`src/rtl/cpu_pkg.sv`:
```
// Shared definitions for the 8-bit CPU boot path.
//   loader_state_e : prog_loader FSM state encoding (3-bit, IDLE..ERR)
//   BYTE_W         : width of one stream / RAM data byte
package cpu_pkg;

  localparam int BYTE_W = 8;

  typedef enum logic [2:0] {
    ST_IDLE = 3'd0,
    ST_LEN  = 3'd1,
    ST_DATA = 3'd2,
    ST_CSUM = 3'd3,
    ST_RUN  = 3'd4,
    ST_DONE = 3'd5,
    ST_ERR  = 3'd6
  } loader_state_e;

endpackage : cpu_pkg

```
`src/rtl/prog_loader.sv`:
```
// Boot-stage program loader.
// Receives a frame (LEN byte, LEN payload bytes, CSUM byte) on a valid/ready
// byte stream, writes the payload into instruction RAM from LOAD_BASE upward,
// verifies the modulo-256 payload sum and then releases the CPU.
//
// Parameters
//   LOAD_BASE : first RAM address written
//   RUN_EN    : 1 = pulse cpu_run after a good checksum, 0 = stop in DONE
// Ports
//   clk       : system clock, rising edge
//   rst       : asynchronous reset, active low
//   start     : begin a load (only honoured in IDLE, DONE, ERR)
//   in_valid  : stream byte valid
//   in_data   : stream byte
//   in_ready  : loader accepts a byte this cycle (state-only)
//   ram_addr  : RAM address (registered)
//   ram_data  : RAM write data (registered)
//   ram_wren  : RAM write enable, one cycle per payload byte
//   cpu_hold  : loader owns the RAM bus, CPU halted
//   cpu_run   : one-cycle run pulse to the stage sequencer
//   done      : last load succeeded
//   err       : last load failed its checksum
module prog_loader
  import cpu_pkg::*;
#(
  parameter logic [BYTE_W-1:0] LOAD_BASE = 8'h00,
  parameter bit                RUN_EN    = 1'b1
) (
  input  logic              clk,
  input  logic              rst,
  input  logic              start,
  input  logic              in_valid,
  input  logic [BYTE_W-1:0] in_data,
  output logic              in_ready,
  output logic [BYTE_W-1:0] ram_addr,
  output logic [BYTE_W-1:0] ram_data,
  output logic              ram_wren,
  output logic              cpu_hold,
  output logic              cpu_run,
  output logic              done,
  output logic              err
);

  loader_state_e state_q, state_d;

  // Remaining payload bytes; 9 bits so that LEN=0 can mean 256.
  logic [BYTE_W:0]   cnt_q, cnt_d;
  logic [BYTE_W-1:0] sum_q, sum_d;
  logic [BYTE_W-1:0] ptr_q, ptr_d;
  logic [BYTE_W-1:0] ram_addr_q, ram_addr_d;
  logic [BYTE_W-1:0] ram_data_q, ram_data_d;
  logic              ram_wren_q, ram_wren_d;

  logic xfer;

  assign xfer = in_valid & in_ready;

  // ---------------------------------------------------------------------------
  // State register
  // ---------------------------------------------------------------------------
  // NOTE: sequential state is updated with non-blocking assignments so every
  // flop samples pre-edge values regardless of process ordering.
  always_ff @(posedge clk or negedge rst) begin
    if (!rst) begin
      state_q <= ST_IDLE;
    end else begin
      state_q <= state_d;
    end
  end

  // ---------------------------------------------------------------------------
  // Next-state logic
  // ---------------------------------------------------------------------------
  // NOTE: every combinational output gets a default first so no path through
  // the case statement leaves it unassigned (which would infer a latch).
  always_comb begin
    state_d = state_q;
    unique case (state_q)
      ST_IDLE, ST_DONE, ST_ERR: begin
        if (start) state_d = ST_LEN;
      end
      ST_LEN: begin
        if (xfer) state_d = ST_DATA;
      end
      ST_DATA: begin
        if (xfer && cnt_q == 9'd1) state_d = ST_CSUM;
      end
      ST_CSUM: begin
        if (xfer) begin
          if (in_data == sum_q) state_d = RUN_EN ? ST_RUN : ST_DONE;
          else                  state_d = ST_ERR;
        end
      end
      ST_RUN:  state_d = ST_DONE;
      default: state_d = ST_IDLE;
    endcase
  end

  // ---------------------------------------------------------------------------
  // State-decoded outputs
  // ---------------------------------------------------------------------------
  always_comb begin
    in_ready = 1'b0;
    cpu_hold = 1'b0;
    cpu_run  = 1'b0;
    done     = 1'b0;
    err      = 1'b0;
    unique case (state_q)
      ST_LEN, ST_DATA, ST_CSUM: begin
        in_ready = 1'b1;
        cpu_hold = 1'b1;
      end
      ST_RUN:  cpu_run = 1'b1;
      ST_DONE: done    = 1'b1;
      // A failed image keeps the CPU halted until a good reload.
      ST_ERR: begin
        err      = 1'b1;
        cpu_hold = 1'b1;
      end
      default: ;
    endcase
  end

  // ---------------------------------------------------------------------------
  // Datapath: byte counter, running sum, write pointer and registered RAM port
  // ---------------------------------------------------------------------------
  always_comb begin
    cnt_d      = cnt_q;
    sum_d      = sum_q;
    ptr_d      = ptr_q;
    ram_addr_d = ram_addr_q;
    ram_data_d = ram_data_q;
    ram_wren_d = 1'b0;

    if (xfer) begin
      unique case (state_q)
        ST_LEN: begin
          cnt_d = (in_data == '0) ? 9'd256 : {1'b0, in_data};
          sum_d = '0;
          ptr_d = LOAD_BASE;
        end
        ST_DATA: begin
          // Write appears one cycle after the transfer; ptr wraps naturally.
          ram_wren_d = 1'b1;
          ram_addr_d = ptr_q;
          ram_data_d = in_data;
          ptr_d      = ptr_q + 8'd1;
          sum_d      = sum_q + in_data;
          cnt_d      = cnt_q - 9'd1;
        end
        default: ;
      endcase
    end
  end

  always_ff @(posedge clk or negedge rst) begin
    if (!rst) begin
      cnt_q      <= '0;
      sum_q      <= '0;
      ptr_q      <= LOAD_BASE;
      ram_addr_q <= LOAD_BASE;
      ram_data_q <= '0;
      ram_wren_q <= 1'b0;
    end else begin
      cnt_q      <= cnt_d;
      sum_q      <= sum_d;
      ptr_q      <= ptr_d;
      ram_addr_q <= ram_addr_d;
      ram_data_q <= ram_data_d;
      ram_wren_q <= ram_wren_d;
    end
  end

  assign ram_addr = ram_addr_q;
  assign ram_data = ram_data_q;
  assign ram_wren = ram_wren_q;

endmodule : prog_loader
```
`config.mk`:
```
export PLATFORM = sky130hd
export DESIGN_NAME = prog_loader
export DESIGN_NICKNAME = d
export VERILOG_FILES = /design/src/rtl/cpu_pkg.sv /design/src/rtl/prog_loader.sv
export SDC_FILE = /design/constraint.sdc
export NUM_CORES = 1
export LEC_CHECK = 0
export BUFFER_PORTS_ARGS = -buffer_cell sky130_fd_sc_hd__buf_4
export CORE_ASPECT_RATIO = 1.1
export CORE_UTILIZATION = 57
export DETAILED_ROUTE_END_ITERATION = 8
export GPL_TIMING_DRIVEN = 0
export PLACE_DENSITY = 0.84
export SYNTH_ARGS = -nofsm -noshare
export SYNTH_HDL_FRONTEND = slang
export SYNTH_SLANG_ARGS = --single-unit
```
`constraint.sdc`:
```
create_clock -name clk -period 2.4 [get_ports clk]
set_input_delay 0 -clock clk [delete_from_list [all_inputs] [get_ports clk]]
set_output_delay 0 -clock clk [all_outputs]
set_load 0.05 [all_outputs]
```
==> reports/summary.txt <==
status -> finished clean
WL/cell -> 14.0 µm
Max H-tree Level -> 2
Syn Std Cell Area -> 2410 µm²
gr usage total -> 0.259
Max FO, Critical Path -> 4
syn nets -> 295
endpoints failing hold -> 0
Post-Place Cells -> 356
total I/O pin count -> 34
Finished Layout Cells -> 372
largest area contributor in the netlist -> dfrtp_1
Post-CTS Setup Inserts -> 0
DRT antenna net count -> 0
Post-synth EDFFs -> 0
fraction of final layout cells sized beyond drive strength 1 -> 0.175
largest net degree at the start of global routing -> 46
Hold WS -> 0.0812 ns
ranking of synthesized cells by area -> dfrtp_1, nand2_1, o21ai_1
# DRC -> 0
total CTS buffers -> 5
Yosys cell types -> 45
CP required -> 2.58 ns
first drt pass iteration count -> 4
HP Class -> input pin to register
max-cap violations -> 0
initial antenna violation count -> 0
nets -> 342
Clock Path Buffers -> 2
Max Clk Rate -> 0.485 GHz
Tightest Pin Transition -> 0.565 ns
GRT Residual Overflow -> 0
clk_lat worst skew -> 0.29 ns
crit path kind -> input pin to register
first-pass GRT wire length -> 8940 µm
top-area cell type share of the netlist area -> 0.468
startpoint types -> input pin
setup TNS -> 0 ns
Worst Skew -> 0.00241 ns
Fillers -> 309
vias post-DR -> 2115
Synth Flop Type -> dfrtp_1
ANT cells -> 0
worst path arrival time -> 2.24 ns
Area after DPL -> 2710 µm²
root buffer cell -> clkbuf_8
max-slew violations -> 0
vias in the first global route -> 1964
DRT iter0 DRCs -> 144
die area -> 4490 µm²
row count -> 24
Die Ht -> 70.2 µm
post-layout min period -> 2.06 ns
sequential area share after synthesis -> 0.468
final instance area -> 2910 µm²
CP Capture Type -> register
unrepaired setup endpoints after global routing -> no
PwrDens -> 1290 nW/µm²
Final HPWL DP -> 3610 µm
Avg Cell Area, Syn -> 8.86 µm²
Yosys warning count -> 0
area delta synth->final -> 20.8%
IO Port Bufs -> 32
asr flop ratio synth -> 1.00
initial core utilization -> 0.603
Final setup violation count -> 0
CTS tree -> yes
Leak -> 1.44 nW
Routed WL -> 5210 µm
Die Width -> 64.0 µm
Clock transition at path regs -> 0.08 ns
Cells after Synth -> 272
Max rail drop VDD -> 1.08 mV
Slew HR -> 0.623
clock sink count -> 45
CORE AREA -> 3990 µm²
global placer's final weighted congestion -> 0.870
vias per inst -> 5.69
Yosys reg bits -> 45
crit share post-route -> 0.859
==> routing by layer <==
layer / global-route usage / share of wire
met1: 0.338 / 0.44
met2: 0.429 / 0.50
met3: 0.0474 / 0.043
met4: 0.0909 / 0.012
met5: 0 / 0
==> placed cells by master (no fill, tap or decap), drive strengths merged, types with 2 or more instances in the layout <==
cell	instances
nor2b	2
ha	10
nor3b	3
xnor2	6
mux2	3
o21ai	37
nand3b	2
dlygate4sd3	8
nand2	69
o31ai	2
and3	4
buf	44
nor4	4
nor3	4
dfrtp	45
xor2	2
nor2	14
nand4	3
a31oi	4
clkbuf	11
inv	5
mux2i	2
a21o	2
a21oi	11
a22o	5
nand2b	4
==> worst max-delay path: stages <==
cell and delay [ns]:
dlygate4sd3_1 0.54, buf_4 0.16, ha_1 0.34, or4_1 0.56, o41a_1 0.39, mux2_4 0.26
==> registers in the layout (all words and copies together) (netlist names) <==
| name | cells |
|---|---|
| ram_wren | 1 |
| ram_data | 8 |
| state_q | 3 |
| cnt_q | 9 |
| ptr_q | 8 |
| ram_addr | 8 |
| sum_q | 8 |
==> power breakdown <==
part / leakage [nW] / internal, mW / switching [mW]
logic: 0.793 / 0.703 / 1.27
clock network: 0.0585 / 0.340 / 0.247
registers: 0.586 / 1.01 / 0.180
==> logic make-up after synthesis <==
logic type	count (synthesis)	share of synthesized area
simple gates	114	0.214
compound gates	68	0.167
flops	45	0.468
buf+inv	21	0.0384
fa+ha+maj	11	0.0603
xor+xnor	8	0.0291
mux	5	0.0239
==> synthesized netlist by cell type, types with 2 or more instances <==
library cell and count:
buf_2 11, nor3_1 4, nand4_1 3, xor2_1 2, nor3b_1 3, ha_1 10, nor2b_1 2, inv_1 3
o21ai_0 9, a21o_1 2, and3_1 4, nor2_1 13, o21ai_1 28, xnor2_1 6, inv_2 2, a21oi_1 11
clkbuf_1 4, a31oi_1 4, dfrtp_1 45, a22o_1 5, nor4_1 4, nand3b_1 2, nand2_1 69, nand2b_1 4
mux2i_1 2
==> repair_timing <==
| action | 4_1_cts | 5_1_grt |
|---|---|---|
| endpoints found under the setup margin | 0 | 0 |
| hold endpoints to repair | 52 | 0 |
| hold buffers | 8 | 0 |
| gates resized for setup | 0 | 0 |
==> area by class of cell <==
type	count	area [µm²]	area share
Multi-Input combinational cell	206	1190	0.409
Clock buffer	7	86.3	0.0297
Timing Repair Buffer	40	320	0.110
Clock inverter	1	30.0	0.0103
Tap cell	52	65.1	0.0224
Buffer	16	73.8	0.0254
Sequential cell	45	1130	0.387
Inverter	5	18.8	0.00645
==> final timing paths <==
path | to | cells after the start | slack (ns) | from
setup reg to reg | state_q[1] | 4 | 0.36 | sum_q[4]
max in group asynchronous | sum_q[0] | 2 | 1.78 | rst
min in group asynchronous | ram_addr[6] | 2 | 0.24 | rst
setup / recovery | state_q[1] | 6 | 0.34 | in_data[4]
hold / removal | ram_data[7] | 3 | 0.08 | in_data[7]
hold reg to reg | ram_addr[1] | 2 | 0.48 | ram_addr[1]
==> stage by stage <==
step                 util  setup slack [ns]  power, mW
global route        0.729             0.275       4.00
finish              0.729             0.339       3.75
CTS                 0.729             0.352       3.74
floorplan               -             0.480       2.64
detailed placement  0.680             0.404       3.13
global placement    0.680             0.403       3.09
No activity file was read; power rests on OpenSTA's default activity.
